## src/rtl/mem_arbiter_pkg.sv

```systemverilog
// Shared types and constants for the instruction/data cache-port arbiter.
package mem_arbiter_pkg;

  localparam int ADDR_W          = 16;
  localparam int DATA_W          = 16;
  localparam int CNT_W           = 8;
  localparam int TIMEOUT_CYC_DEF = 64;

  typedef enum logic [1:0] {
    IDLE   = 2'b00,
    BUSY_I = 2'b01,
    BUSY_D = 2'b10,
    ABORT  = 2'b11
  } arb_state_e;

  typedef enum logic {
    SIDE_I = 1'b0,
    SIDE_D = 1'b1
  } side_e;

  typedef struct packed {
    logic              rd;
    logic              wr;
    logic [ADDR_W-1:0] addr;
    logic [DATA_W-1:0] data;
  } cache_req_t;

  function automatic side_e side_of(input logic is_d);
    return is_d ? SIDE_D : SIDE_I;
  endfunction

endpackage

```

## src/rtl/mem_arbiter_if.sv

```systemverilog
// Requester and cache-controller signals of the arbiter; slave = arbiter, master = environment.
interface mem_arbiter_if;
  import mem_arbiter_pkg::*;

  logic              i_rd;
  logic [ADDR_W-1:0] i_addr;
  logic              i_done;
  logic [DATA_W-1:0] i_data_out;
  logic              i_hit;
  logic              i_err;

  logic              d_rd;
  logic              d_wr;
  logic [ADDR_W-1:0] d_addr;
  logic [DATA_W-1:0] d_data_in;
  logic              d_done;
  logic [DATA_W-1:0] d_data_out;
  logic              d_hit;
  logic              d_err;

  logic [ADDR_W-1:0] c_addr;
  logic [DATA_W-1:0] c_data_in;
  logic              c_rd;
  logic              c_wr;
  logic              c_done;
  logic [DATA_W-1:0] c_data_out;
  logic              c_hit;
  logic              c_err;

  modport slave (
    input  i_rd, i_addr, d_rd, d_wr, d_addr, d_data_in,
    input  c_done, c_data_out, c_hit, c_err,
    output i_done, i_data_out, i_hit, i_err,
    output d_done, d_data_out, d_hit, d_err,
    output c_addr, c_data_in, c_rd, c_wr
  );

  modport master (
    output i_rd, i_addr, d_rd, d_wr, d_addr, d_data_in,
    output c_done, c_data_out, c_hit, c_err,
    input  i_done, i_data_out, i_hit, i_err,
    input  d_done, d_data_out, d_hit, d_err,
    input  c_addr, c_data_in, c_rd, c_wr
  );

endinterface

```

## src/rtl/mem_arb_timer.sv

```systemverilog
// Wait-cycle counter for an outstanding cache access; expire flags the last allowed cycle.
module mem_arb_timer
  import mem_arbiter_pkg::*;
#(
  parameter int LIMIT = TIMEOUT_CYC_DEF
) (
  input  logic clk,
  input  logic rst,
  input  logic load,
  input  logic count,
  output logic expire
);

  logic [CNT_W-1:0] cnt;

  always_ff @(posedge clk or negedge rst) begin
    if (!rst)       cnt <= '0;
    else if (load)  cnt <= '0;
    else if (count) cnt <= cnt + 1'b1;
  end

  assign expire = count & (cnt == CNT_W'(LIMIT - 1));

endmodule

```

## src/rtl/mem_arbiter.sv

```systemverilog
// Arbitrates instruction and data requesters onto a single cache controller port.
// Define MEM_ARBITER_RR_EN for round-robin tie-breaking; default build gives data side priority.
module mem_arbiter
  import mem_arbiter_pkg::*;
#(
  parameter int TIMEOUT_CYC = TIMEOUT_CYC_DEF
) (
  input  logic         clk,
  input  logic         rst,
  mem_arbiter_if.slave bus,
  output logic         busy
);

  arb_state_e state, state_nxt;
  side_e      owner;
  cache_req_t held, idle_req, cur;
  logic       d_bad, i_req, d_req, win_d, win_i, grant;
  logic       latch, tmr_load, tmr_count, expire;
  logic       rsp_en, rsp_done, rsp_err;
  side_e      rsp_side;

  // A data request with both rd and wr set is rejected and never competes.
  assign d_bad = bus.d_rd & bus.d_wr;
  assign i_req = bus.i_rd;
  assign d_req = (bus.d_rd | bus.d_wr) & ~d_bad;

`ifdef MEM_ARBITER_RR_EN
  side_e last;

  always_ff @(posedge clk or negedge rst) begin
    if (!rst)                       last <= SIDE_I;
    else if (state == IDLE && grant) last <= side_of(win_d);
  end

  assign win_d = d_req & (~i_req | (last == SIDE_I));
`else
  assign win_d = d_req;
`endif

  assign win_i = i_req & ~win_d;
  assign grant = win_i | win_d;

  always_comb begin
    idle_req = '0;
    if (win_d)
      idle_req = '{rd: bus.d_rd, wr: bus.d_wr, addr: bus.d_addr, data: bus.d_data_in};
    else if (win_i)
      idle_req = '{rd: 1'b1, wr: 1'b0, addr: bus.i_addr, data: 16'd0};
  end

  always_comb begin
    state_nxt = state;
    cur       = '0;
    latch     = 1'b0;
    tmr_load  = 1'b0;
    tmr_count = 1'b0;
    rsp_en    = 1'b0;
    rsp_done  = 1'b0;
    rsp_err   = 1'b0;
    rsp_side  = SIDE_I;
    case (state)
      IDLE: begin
        if (grant) begin
          cur      = idle_req;
          rsp_side = side_of(win_d);
          if (bus.c_done | bus.c_err) begin
            rsp_en   = 1'b1;
            rsp_done = bus.c_done;
            rsp_err  = bus.c_err;
          end else begin
            latch     = 1'b1;
            tmr_load  = 1'b1;
            state_nxt = win_d ? BUSY_D : BUSY_I;
          end
        end
      end
      BUSY_I, BUSY_D: begin
        cur       = held;
        rsp_side  = owner;
        tmr_count = 1'b1;
        if (bus.c_done | bus.c_err) begin
          rsp_en    = 1'b1;
          rsp_done  = bus.c_done;
          rsp_err   = bus.c_err;
          state_nxt = IDLE;
        end else if (expire) begin
          state_nxt = ABORT;
        end
      end
      ABORT: begin
        rsp_side  = owner;
        rsp_en    = 1'b1;
        rsp_err   = 1'b1;
        state_nxt = IDLE;
      end
      default: state_nxt = IDLE;
    endcase
  end

  // Zero-wait hits pass inputs straight through, so outputs are forced low while in reset.
  always_comb begin
    bus.c_rd       = 1'b0;
    bus.c_wr       = 1'b0;
    bus.c_addr     = '0;
    bus.c_data_in  = '0;
    bus.i_done     = 1'b0;
    bus.i_err      = 1'b0;
    bus.i_hit      = 1'b0;
    bus.i_data_out = '0;
    bus.d_done     = 1'b0;
    bus.d_err      = 1'b0;
    bus.d_hit      = 1'b0;
    bus.d_data_out = '0;
    if (rst) begin
      bus.c_rd      = cur.rd;
      bus.c_wr      = cur.wr & ~cur.rd;
      bus.c_addr    = cur.addr;
      bus.c_data_in = cur.data;
      if (rsp_en && rsp_side == SIDE_I) begin
        bus.i_done = rsp_done;
        bus.i_err  = rsp_err;
        if (rsp_done) begin
          bus.i_data_out = bus.c_data_out;
          bus.i_hit      = bus.c_hit;
        end
      end
      if (rsp_en && rsp_side == SIDE_D) begin
        bus.d_done = rsp_done;
        bus.d_err  = rsp_err;
        if (rsp_done) begin
          bus.d_data_out = bus.c_data_out;
          bus.d_hit      = bus.c_hit;
        end
      end
      if (d_bad) bus.d_err = 1'b1;
    end
  end

  always_ff @(posedge clk or negedge rst) begin
    if (!rst) begin
      state <= IDLE;
      owner <= SIDE_I;
      held  <= '0;
    end else begin
      state <= state_nxt;
      if (latch) begin
        held  <= idle_req;
        owner <= side_of(win_d);
      end
    end
  end

  mem_arb_timer #(.LIMIT(TIMEOUT_CYC)) u_timer (
    .clk    (clk),
    .rst    (rst),
    .load   (tmr_load),
    .count  (tmr_count),
    .expire (expire)
  );

  assign busy = (state != IDLE);

endmodule

```

## src/flat_wrapper.sv

```systemverilog
// flat-port wrapper written by rule: the top's interface ports become plain ports
module mem_arbiter_flat import mem_arbiter_pkg::*;
#(
  parameter int TIMEOUT_CYC = TIMEOUT_CYC_DEF
)
  (clk, rst, busy, bus_i_rd, bus_i_addr, bus_d_rd, bus_d_wr, bus_d_addr, bus_d_data_in, bus_c_done, bus_c_data_out, bus_c_hit, bus_c_err, bus_i_done, bus_i_data_out, bus_i_hit, bus_i_err, bus_d_done, bus_d_data_out, bus_d_hit, bus_d_err, bus_c_addr, bus_c_data_in, bus_c_rd, bus_c_wr);
  mem_arbiter_if bus_i ();
  input  logic clk;
  input  logic rst;
  output logic busy;
  input wire logic [$bits(bus_i.i_rd)-1:0] bus_i_rd;
  input wire logic [$bits(bus_i.i_addr)-1:0] bus_i_addr;
  input wire logic [$bits(bus_i.d_rd)-1:0] bus_d_rd;
  input wire logic [$bits(bus_i.d_wr)-1:0] bus_d_wr;
  input wire logic [$bits(bus_i.d_addr)-1:0] bus_d_addr;
  input wire logic [$bits(bus_i.d_data_in)-1:0] bus_d_data_in;
  input wire logic [$bits(bus_i.c_done)-1:0] bus_c_done;
  input wire logic [$bits(bus_i.c_data_out)-1:0] bus_c_data_out;
  input wire logic [$bits(bus_i.c_hit)-1:0] bus_c_hit;
  input wire logic [$bits(bus_i.c_err)-1:0] bus_c_err;
  output wire logic [$bits(bus_i.i_done)-1:0] bus_i_done;
  output wire logic [$bits(bus_i.i_data_out)-1:0] bus_i_data_out;
  output wire logic [$bits(bus_i.i_hit)-1:0] bus_i_hit;
  output wire logic [$bits(bus_i.i_err)-1:0] bus_i_err;
  output wire logic [$bits(bus_i.d_done)-1:0] bus_d_done;
  output wire logic [$bits(bus_i.d_data_out)-1:0] bus_d_data_out;
  output wire logic [$bits(bus_i.d_hit)-1:0] bus_d_hit;
  output wire logic [$bits(bus_i.d_err)-1:0] bus_d_err;
  output wire logic [$bits(bus_i.c_addr)-1:0] bus_c_addr;
  output wire logic [$bits(bus_i.c_data_in)-1:0] bus_c_data_in;
  output wire logic [$bits(bus_i.c_rd)-1:0] bus_c_rd;
  output wire logic [$bits(bus_i.c_wr)-1:0] bus_c_wr;
  assign bus_i.i_rd = bus_i_rd;
  assign bus_i.i_addr = bus_i_addr;
  assign bus_i.d_rd = bus_d_rd;
  assign bus_i.d_wr = bus_d_wr;
  assign bus_i.d_addr = bus_d_addr;
  assign bus_i.d_data_in = bus_d_data_in;
  assign bus_i.c_done = bus_c_done;
  assign bus_i.c_data_out = bus_c_data_out;
  assign bus_i.c_hit = bus_c_hit;
  assign bus_i.c_err = bus_c_err;
  assign bus_i_done = bus_i.i_done;
  assign bus_i_data_out = bus_i.i_data_out;
  assign bus_i_hit = bus_i.i_hit;
  assign bus_i_err = bus_i.i_err;
  assign bus_d_done = bus_i.d_done;
  assign bus_d_data_out = bus_i.d_data_out;
  assign bus_d_hit = bus_i.d_hit;
  assign bus_d_err = bus_i.d_err;
  assign bus_c_addr = bus_i.c_addr;
  assign bus_c_data_in = bus_i.c_data_in;
  assign bus_c_rd = bus_i.c_rd;
  assign bus_c_wr = bus_i.c_wr;
  mem_arbiter #(.TIMEOUT_CYC(TIMEOUT_CYC)) u_core (.clk(clk), .rst(rst), .bus(bus_i), .busy(busy));
endmodule
```

## config.mk

```make
export PLATFORM = sky130hd
export DESIGN_NAME = mem_arbiter_flat
export DESIGN_NICKNAME = d
export VERILOG_FILES = /design/src/rtl/mem_arbiter_pkg.sv /design/src/rtl/mem_arbiter_if.sv /design/src/rtl/mem_arb_timer.sv /design/src/rtl/mem_arbiter.sv /design/src/flat_wrapper.sv
export SDC_FILE = /design/constraint.sdc
export NUM_CORES = 1
export LEC_CHECK = 0
export BUFFER_PORTS_ARGS = -buffer_cell sky130_fd_sc_hd__buf_2
export CELL_PAD_IN_SITES_DETAIL_PLACEMENT = 1
export CELL_PAD_IN_SITES_GLOBAL_PLACEMENT = 2
export CORE_MARGIN = 2
export CORE_UTILIZATION = 27
export CTS_CLUSTER_DIAMETER = 50
export CTS_CLUSTER_SIZE = 8
export DETAILED_ROUTE_END_ITERATION = 16
export HOLD_SLACK_MARGIN = 0.03
export PLACE_DENSITY = 0.84
export SLEW_MARGIN = 20
export SYNTH_ARGS = -nofsm -noshare
export SYNTH_HDL_FRONTEND = slang
export SYNTH_SLANG_ARGS = --single-unit
```

## constraint.sdc

```tcl
create_clock -name clk -period 3.5 [get_ports clk]
set_input_delay 0.175 -clock clk [delete_from_list [all_inputs] [get_ports clk]]
set_output_delay 0.175 -clock clk [all_outputs]
set_load 0.05 [all_outputs]
```

==> Word level (Yosys, flattened, before mapping) <==
Index checks and enable logic that the tools add are counted.
{ "totals": {"in_bits": 72, "output_inout_bits": 73, "reg_bits": 45} }
{ "op_classes": {"n_bitwise": 12, "add_sub_neg": 1, "reduce_logical": 8, "mux": 51, "n_eq_ne": 7} }
{ "op_table": {"columns": ["cell", "n"], "rows": [
  ["$mux 16", 7],
  ["$mux 34", 3],
  ["$pmux 34 s2", 1],
  ["$mux 1", 28],
  ["$mux 8", 2],
  ["$mux 2", 5],
  ["$add 8x1->8 const B", 1],
  ["$eq 8x6->1 const B", 1],
  ["$pmux 1 s3", 2],
  ["$pmux 2 s3", 1],
  ["$and 1x1->1", 5],
  ["$eq 2x2->1 const B", 2],
  ["$not 1->1", 4],
  ["$pmux 1 s2", 2],
  ["$reduce_bool 2->1", 2],
  ["$ne 3x1->1 const B", 1],
  ["$or 1x1->1", 3],
  ["$reduce_and 3->1", 1],
  ["$reduce_or 3->1", 1],
  ["$eq 2x1->1 const B", 1],
  ["$logic_and 1x1->1", 2],
  ["$logic_not 2->1", 1],
  ["$ne 2x1->1 const B", 1],
  ["$ne 2x2->1 const B", 1],
  ["$reduce_or 2->1", 1]
]} }

==> Depth between registers and ports, before layout <==
Gate-level depths: netlist (run 1).
{ "logic_depth": {"ltp_word": 12, "ltp_mapped": 8, "mapped_depth_nobuf": 6} }

==> Hierarchy <==
A second synthesis (run 1) with hierarchy kept.
{ "unflattened": {"cells_unflattened": 424, "hier_area_um2": 3056.7} }
{ "by_module_without_submodules": {"columns": ["mod", "seq_area_each_um2", "cells_each", "instances", "area_per_inst_um2"], "rows": [
  ["mem_arbiter", 925.9, 386, 1, 2670.1],
  ["mem_arb_timer", 200.2, 38, 1, 386.6]
]} }

==> Worst setup path before layout (run 1) <==
Ideal clock, no wire load.
{ "synth_timing": {"path_type": "reg2out", "start": "register u_core.state[0]", "end": "output port bus_c_wr", "required_ns": 3.325, "stages_incl_launch_ff": 7, "arrival_time_ns": 2.266, "slack_ns": 1.059, "cell_sequence": "dfrtp_1 -> inv_1 -> ha_1 -> buf_4 -> inv_2 -> o21ai_0 -> nor3_1"} }
{ "synth_via": {"elab_chain_len": 6, "elab_cells_between_ends": 8, "cone_classes": "2 x eq/ne; 2 x mux; 2 x bitwise; 2 x reduce/logical"} }
{ "synth_lines": {"columns": ["element", "line", "rtl"], "rows": [
  ["start, declared", "mem_arbiter.sv:14", "arb_state_e state, state_nxt;"],
  ["start signal, assigned", "mem_arbiter.sv:145", "state <= state_nxt;"],
  ["$eq 2x1->1 / $eq 2x2->1 (equally long branches)", "mem_arbiter.sv:61", "case (state)"],
  ["$reduce_or 2->1", "mem_arbiter.sv:61", null],
  ["$pmux 34 s2 *", "mem_arbiter.sv:61", null],
  ["$not 1->1", "mem_arbiter.sv:116", "bus.c_wr = cur.wr & ~cur.rd;"],
  ["$and 1x1->1 *", "mem_arbiter.sv:116", null],
  ["$mux 1 *", "mem_arbiter.sv:114", "if (rst) begin"],
  ["end, declared", "flat_wrapper.sv:32", "output wire logic [$bits(bus_i.c_wr)-1:0] bus_c_wr;"]
]} }
Mark *: on every way between the ends. The rest lies on a longest branch, timed or not.

==> Final worst setup path (run 1) <==
{ "layout_timing": {"start": "register u_core.state[0]", "end": "output port bus_d_data_out[3]"} }
{ "layout_via": {"elab_chain_len": 6, "elab_cells_between_ends": 13, "cone_classes": "3 x eq/ne; 6 x mux; 4 x reduce/logical"} }
{ "layout_lines": {"columns": ["element", "line", "rtl"], "rows": [
  ["$eq 2x1->1 / $eq 2x2->1 (equally long branches)", "mem_arbiter.sv:61", null],
  ["$reduce_or 2->1 / $reduce_or 3->1 (equally long branches)", null, null],
  ["$pmux 1 s2 / $pmux 1 s3 (equally long branches)", "mem_arbiter.sv:61", null],
  ["$mux 16 / $logic_and 1x1->1 (equally long branches)", "mem_arbiter.sv:130, mem_arbiter.sv:127", null],
  ["$mux 16 *", "mem_arbiter.sv:127", "if (rsp_en && rsp_side == SIDE_D) begin"],
  ["$mux 16 *", "mem_arbiter.sv:114", null],
  ["end, declared", "flat_wrapper.sv:26", "output wire logic [$bits(bus_i.d_data_out)-1:0] bus_d_data_out;"]
]} }
Marks and branches as above.

==> metrics.md, run 1 <==
| Metric | Value |
|---|---|
| Yosys Warn Count | `0` |
| Largest net degree at the start of global routing | `49` |
| Clk slew on worst S/H paths | `0.06 ns` |
| Area added between synthesis and finish | `32.4%` |
| Post-CTS setup buffer count | `0` |
| Register share of total power | `0.259` |
| Combinational Power Share | `0.582` |
| Via-per-instance ratio | `slightly below 5` |
| Final cell count without fillers | `around 650` |
| Setup TNS | `0 ns` |
| Max cap viols | `0` |
| Cts repair resizes | `0` |
| Die Height | `approximately 110 um` |
| I/O pin total | `145` |
| First-pass GRT wire length | `16,600 um` |
| Library cells used by synthesis | `43` |
| Die width | `roughly 110 um` |
| Dpl hpwl | `7410 um` |
| Detailed Route Iter0 Violations | `164` |
| Crit path kind | `flop to output port` |
| Dpl cells | `637` |
| Syn nets | `452` |
| Grt ovf | `0` |
| CTS max path bufs | `2` |
| IO buf count | `144` |
| CTS sink cnt | `45` |
| Period utilization | `0.770` |
| Routed via count | `~3,200` |
| Global Route Usage Sum | `0.162` |
| Share of the synthesized area in the top cell type | `0.368` |
| Mean Syn Cell Area | `8.19 um2` |
| Cells after synthesis | `~370` |
| Max IR drop VDD | `0.409 mV` |
| Wire per inst | `15.5 um` |
| Synthesized area | `3060 um2` |
| Worst-Margin Slew | `0.624 ns` |
| Kind of end point of the critical path | `output port` |
| Fraction of layout cells with a size suffix above 1 | `0.364` |
| Data required time of the worst path | `3.32 ns` |
| Class of the worst hold path | `primary input to flop` |
| Max frequency | `371 MHz` |
| Final WL | `roughly 10,000 um` |
| CTS Root Cell | `clkbuf_16` |
| Routability-driven placement congestion ratio | `0.804` |
| Clock share of power | `0.158` |
| DR DRC count | `0` |
| P_int | `0.00163 W` |
| Setup crit start kind | `flop` |
| Worst Skew | `0.00167 ns` |
| Crit path max fanout | `28` |
| Outcome | `complete, no violations` |
| CP arrival | `around 2.5 ns` |
| RSZ-0062 raised after global routing | `false` |
| Final ANT Viol Nets | `0` |
| Synthesized flop and latch total | `45` |
| Sw Share | `0.516` |
| Switching pwr | `0.00174 W` |
| Largest cells by area after synthesis | `dfrtp_1 37%, nand2_1 8.2%, nor2_1 8.0%, a22o_1 4.0%, a22oi_1 3.9%` |
| Place WS | `1.02 ns` |
| Hold Vio Cnt, Final | `0` |
| Final setup viols | `0` |
| Slew Viols, Final | `0` |
| Final Critical Period | `2.70 ns` |
| CTS tree | `built` |
| Num CTS Buffers | `5` |
| CTS H-tree depth | `2` |
| Filler Cell Count | `1,391` |
| Setup ws final | `0.803 ns` |
| Rows | `38` |
| Die area | `12,200 um2` |
| Number of global-route vias before repair | `3,247` |
| Ant diodes | `0` |
| PwrDens | `834 nW/um2` |
| Synth area leader | `dfrtp_1` |
| Hold-fix buffers at CTS | `1` |
| Relative slew slack | `0.584` |
| Antenna violations before repair | `0` |
| Clk_lat worst skew | `0.29 ns` |
| Sequential share of the synthesized area | `0.368` |
| Iteration count of the initial detailed-routing pass | `4` |
| Initial cell density of the core | `0.280` |
| Total power draw | `0.00338 W` |
| Leakage power | `2.05 nW` |
| Final net count | `584` |
| Core Area | `10,900 um2` |
metrics by stage:
step	hold slack [ns]	util	area, um2
6_report	0.125	0.370	4050
5_1_grt	0.137	0.370	4050
4_1_cts	0.125	0.370	4050
3_5_place_dp	0.333	0.354	3880
3_3_place_gp	0.335	0.354	3880
2_1_floorplan	-0.121	-	3060
synth_stat cells (all sizes together):
cell type  instances
o22ai              1
nand2             69
dfrtp             45
ha                 7
nor4               1
o21ai             27
a31oi              1
nand4              4
and3               7
a32oi             13
or3                1
nor3               5
xnor2              2
a21oi             11
o32ai              1
nor2              76
a21o               2
and2b              3
a22o              14
nand3              3
inv                5
mux2              12
nand2b             3
and4b              1
nor4b              1
xor2               4
and2               3
a22oi             16
clkbuf            12
nor2b              5
buf               17
mux2i              1
layout by cell type, fill, tap and decap left out, types with 3 or more instances in the layout:
master	netlist	final
xor2_1	4	4
clkbuf_16	0	5
mux2_1	7	7
nand2b_1	3	3
nand4_1	4	4
a22oi_1	16	16
buf_2	14	144
o21ai_0	14	14
dfrtp_1	45	45
and3_1	7	7
a22o_1	14	14
nor3_1	5	5
ha_1	7	7
nor2b_1	4	4
nor2_4	9	9
nor2_1	65	65
buf_4	1	9
inv_1	4	4
mux2_2	5	5
nand2_1	67	67
a32oi_1	13	13
o21ai_1	13	13
and2_1	3	3
a21oi_1	10	10
and2b_1	3	3
power groups by stage:
stage	Sequential (W)	Clock, W	Combinational, W
2_1_floorplan	0.000846	0	0.00155
6_report	0.000876	0.000534	0.00197
4_1_cts	0.000875	0.000547	0.00199
5_1_grt	0.000901	0.000566	0.00214
3_3_place_gp	0.000868	0	0.00195
3_5_place_dp	0.000882	0	0.00198
worst max-delay path: stages (launching register included):
cell and delay (ns):
dfrtp_1 0.44, inv_1 0.08, ha_1 0.16, buf_4 0.30
inv_2 0.13, o32ai_4 0.37, nand2_4 0.28, nor2_1 0.17
buf_2 0.28
cell type report:
| cell class | instances | area, um2 | share of cell area |
|---|---|---|---|
| clock buffers | 5 | 125 | 0.0309 |
| clock inverters | 2 | 35.0 | 0.00866 |
| inverters | 5 | 18.8 | 0.00464 |
| multi-input cells | 294 | 1770 | 0.437 |
| flip-flops and latches | 45 | 1130 | 0.278 |
| well taps | 140 | 175 | 0.0433 |
| repair buffers | 154 | 798 | 0.197 |
flip-flops by register name, summed over array words and instances (netlist names):
signal              cells
u_core.held            34
u_core.owner            1
u_core.state            2
u_core.u_timer.cnt      8
cell families (layout without fill, tap and decap cells):
group,after synthesis,count (layout),share of synthesized area
XOR/XNOR,6,6,0.0172
multiplexers,13,13,0.0475
AO/OA/AOI/OAI,86,86,0.198
adder cells (fa/ha/maj),7,7,0.0287
AND/OR/NAND/NOR,182,182,0.285
buffers and inverters,34,166,0.0548
flip-flops,45,45,0.368
routing by layer:
layer,GRT usage,up-vias,share of wire
li1,-,1553,-
met4,0.0300,0,0.0078
met3,0.0269,7,0.040
met2,0.281,71,0.50
met5,0,-,0
met1,0.214,1554,0.45
worst paths after layout:
check,start,end,slack (ns),depth (start not counted)
setup / recovery,u_core.state[0],bus_d_data_out[3],0.80,8
hold / removal,bus_d_data_in[14],u_core.held[14],0.12,2
setup reg to reg,u_core.state[0],u_core.held[15],1.42,6
hold reg to reg,u_core.held[18],u_core.held[18],0.49,2
max in group asynchronous,rst,u_core.held[5],2.53,3
min in group asynchronous,rst,u_core.held[23],0.55,3
(Power assumes the default switching activity.)
==> run 2, diff against run 1 <==
--- a/config.mk
+++ b/config.mk
@@ -5,16 +5,17 @@
 export SDC_FILE = /design/constraint.sdc
 export NUM_CORES = 1
 export LEC_CHECK = 0
+export ABC_AREA = 1
 export BUFFER_PORTS_ARGS = -buffer_cell sky130_fd_sc_hd__buf_2
 export CELL_PAD_IN_SITES_DETAIL_PLACEMENT = 1
 export CELL_PAD_IN_SITES_GLOBAL_PLACEMENT = 2
 export CORE_MARGIN = 2
-export CORE_UTILIZATION = 27
+export CORE_UTILIZATION = 22
 export CTS_CLUSTER_DIAMETER = 50
 export CTS_CLUSTER_SIZE = 8
 export DETAILED_ROUTE_END_ITERATION = 16
 export HOLD_SLACK_MARGIN = 0.03
-export PLACE_DENSITY = 0.84
+export PLACE_DENSITY = 0.75
 export SLEW_MARGIN = 20
 export SYNTH_ARGS = -nofsm -noshare
 export SYNTH_HDL_FRONTEND = slang
==> constraint.sdc (replaced) <==
create_clock -name clk -period 2.4 [get_ports clk]
set_input_delay 0.12 -clock clk [delete_from_list [all_inputs] [get_ports clk]]
set_output_delay 0.12 -clock clk [all_outputs]
set_load 0.05 [all_outputs]
==> run 2 against run 1 <==
  * Register-to-register slack worse by 0.90 ns
  * Clock skew is 0.0037 ns higher
  * Worst setup slack worse by 0.68 ns
  * Utilization is 7.1 points lower
  * Count of clock-buffer cells in the layout is 2 higher
  * Highest routed layer unchanged
  * Area after synthesis is 9.5% higher
==> metrics.md, run 2 <==
| Metric | Value |
|---|---|
| Clk_lat worst skew | `0.29 ns` |
| Max cap viols | `0` |
| R2R depth | `8` |
| First-pass GRT wire length | `18,600 um` |
| Worst Skew | `0.00542 ns` |
| Hold Vio Cnt, Final | `0` |
| Commonest cells post-synth | `173 x nand2_1, 45 x dfrtp_1, 41 x inv_1` |
| I/O pin total | `145` |
| Initial cell density of the core | `0.223` |
| R2r startpoint | `u_core.state[0]` |
| Share of the synthesized area in the top cell type | `0.337` |
| Kind of end point of the critical path | `output port` |
| Largest Register | `u_core.held` |
| Relative slew slack | `0.622` |
| CTS Root Cell | `clkbuf_16` |
| Dpl cells | `796` |
| Ant diodes | `0` |
| Crit path kind | `flop to output port` |
| Core Area | `15,000 um2` |
| Antenna violations before repair | `0` |
| Syn nets | `between 500 and 600` |
| Die area | `16,200 um2` |
| Max IR drop VDD | `0.370 mV` |
| Final WL | `11,100 um` |
| Number of global-route vias before repair | `roughly 3,700` |
| Final net count | `699` |
| Detailed Route Iter0 Violations | `98` |
| Yosys Warn Count | `0` |
| Sequential share of the synthesized area | `0.337` |
| Fraction of layout cells with a size suffix above 1 | `0.356` |
| CP arrival | `2.15 ns` |
| Slew Viols, Final | `0` |
| Setup TNS | `0 ns` |
| Place WS | `0.257 ns` |
| Via-per-instance ratio | `4.48` |
| Largest cells by area after synthesis | `dfrtp_1 34%, nand2_1 19%, nor3_2 8.4%, a21oi_1 5.2%, nand3_1 4.8%` |
| RR Endpoint | `u_core.u_timer.cnt[5]` |
| Period utilization | `0.948` |
| Clk slew on worst S/H paths | `0.06 ns` |
| Final ANT Viol Nets | `0` |
| Area added between synthesis and finish | `34.2%` |
| IO buf count | `144` |
| Routed via count | `3,621` |
| Final setup viols | `0` |
| Count leader, synth | `nand2_1` |
| Mean Syn Cell Area | `6.94 um2` |
| Fin util | `0.299` |
| Setup ws final | `0.126 ns` |
| Hold Startpoint | `bus_d_data_in[2]` |
| Library cells used by synthesis | `34` |
| Outcome | `complete, no violations` |
| Synthesized flop and latch total | `45` |
| Num CTS Buffers | `5` |
| Die width | `127 um` |
| Worst Hold End | `u_core.held[2]` |
| Most frequent cells in the layout | `173 x nand2_1, 133 x buf_2, 45 x dfrtp_1` |
| Crit path max fanout | `14` |
| Wire per inst | `13.7 um` |
| Post-synth EDFFs | `0` |
| Crit-path cells | `inv_1 > ha_2 > buf_6 > o21ai_1 > nand3_2 > nand3_4 > buf_4 > nor3_1 > buf_2` |
| Iteration count of the initial detailed-routing pass | `4` |
| Cells after synthesis | `482` |
| Final Critical Period | `2.27 ns` |
| Ys async rst share | `1.00` |
| Largest regs | `u_core.held (34), u_core.u_timer.cnt (8), u_core.state (2)` |
| Routability-driven placement congestion ratio | `0.796` |
| CTS sink cnt | `45` |
| CTS max path bufs | `2` |
| Global Route Usage Sum | `0.140` |
| Data required time of the worst path | `2.28 ns` |
| Leakage power | `around 2.4 nW` |
| Commonest non-fill, non-tap cell in the layout | `nand2_1` |
| Synthesized area | `between 3000 and 4000 um2` |
| CTS H-tree depth | `2` |
| RSZ-0062 raised after global routing | `false` |
| Class of the worst hold path | `primary input to flop` |
| Max reg flops | `34` |
| Largest net degree at the start of global routing | `44` |
| Top_reg_cell synth | `dfrtp_1` |
| Max incr delay on CP | `0.40 ns` |
| FF-to-FF setup slack | `0.52 ns` |
| Final cell count without fillers | `about 800` |
| Dpl hpwl | `roughly 8600 um` |
| Rows | `45` |
| Die Height | `127 um` |
| DR DRC count | `0` |
| Grt ovf | `0` |
| Critical-path top delay cell | `dfrtp_1` |
| WHS | `slightly below 0.1 ns` |
| Hold depth | `3` |
| Setup crit start kind | `flop` |
| Synth area leader | `dfrtp_1` |
| Max frequency | `440 MHz` |
| CTS tree | `built` |
| Worst-Margin Slew | `0.567 ns` |
| PwrDens | `roughly 1200 nW/um2` |
## run 2: logic make-up after synthesis
family                   Yosys count  synth area share
adder cells (fa/ha/maj)            7            0.0262
AND/OR/NAND/NOR                  277             0.410
buffers and inverters             81             0.113
AO/OA/AOI/OAI                     72             0.115
flip-flops                        45             0.337
## run 2: report_power, final
group	leakage, nW	internal [W]	switching [W]
Clock	0.0841	0.000520	0.000283
Combinational	1.72	0.000941	0.00233
Sequential	0.584	0.00108	0.000185
## run 2: what timing repair did
item / in CTS / in global routing
endpoints found under the setup margin: 19 / 43
hold buffers: 1 / 0
gates resized for setup: 5 / 13
gates cloned: 0 / 0
endpoints found under the hold margin: 2 / 0
pin swaps: 1 / 0
buffers inserted: 3 / 1
## run 2: worst max path at each step
stage                     cells after the start  slack [ns]                  to            start
after floorplan                               7        0.01  bus_d_data_out[15]  u_core.state[0]
after global placement                        8        0.33  bus_i_data_out[13]  u_core.state[0]
after detailed placement                      8        0.26           bus_d_err  u_core.state[0]
after CTS                                     7       0.007            bus_c_rd  u_core.state[0]
after global routing                          9       0.001           bus_d_hit  u_core.state[0]
final                                         9        0.13           bus_d_hit  u_core.state[0]
## run 2: per-stage QoR
step                      total power, W  area (um2)
final                            0.00533        4490
after global routing             0.00578        4490
after CTS                        0.00537        4450
after detailed placement         0.00442        4210
after global placement           0.00433        4210
after floorplan                  0.00370        3350
## run 2: worst max-delay path: cells and delay by family (launching register included)
family	cells	cell delay [ns]
buffers and inverters	4	0.68
DFF	1	0.40
AOI/OAI and AO/OA	1	0.09
and+or+nand+nor	3	0.35
adders and majority gates	1	0.35
## run 2: area by class of cell
type / instances / area (um2)
well taps: 188 / 235
multi-input cells: 356 / 1850
repair buffers: 161 / 915
flip-flops and latches: 45 / 1130
inverters: 51 / 191
clock buffers: 7 / 143
fillers: 1893 / 10500
clock inverters: 1 / 30.0
## run 2: per-layer routing
layer | wire length, um | track usage | vias up
met3 | 611 | 0.0201 | 6
met2 | 5410 | 0.247 | 112
met5 | 0 | 0 | -
li1 | - | - | 1813
met1 | 4980 | 0.182 | 1690
met4 | 101 | 0.0304 | 0
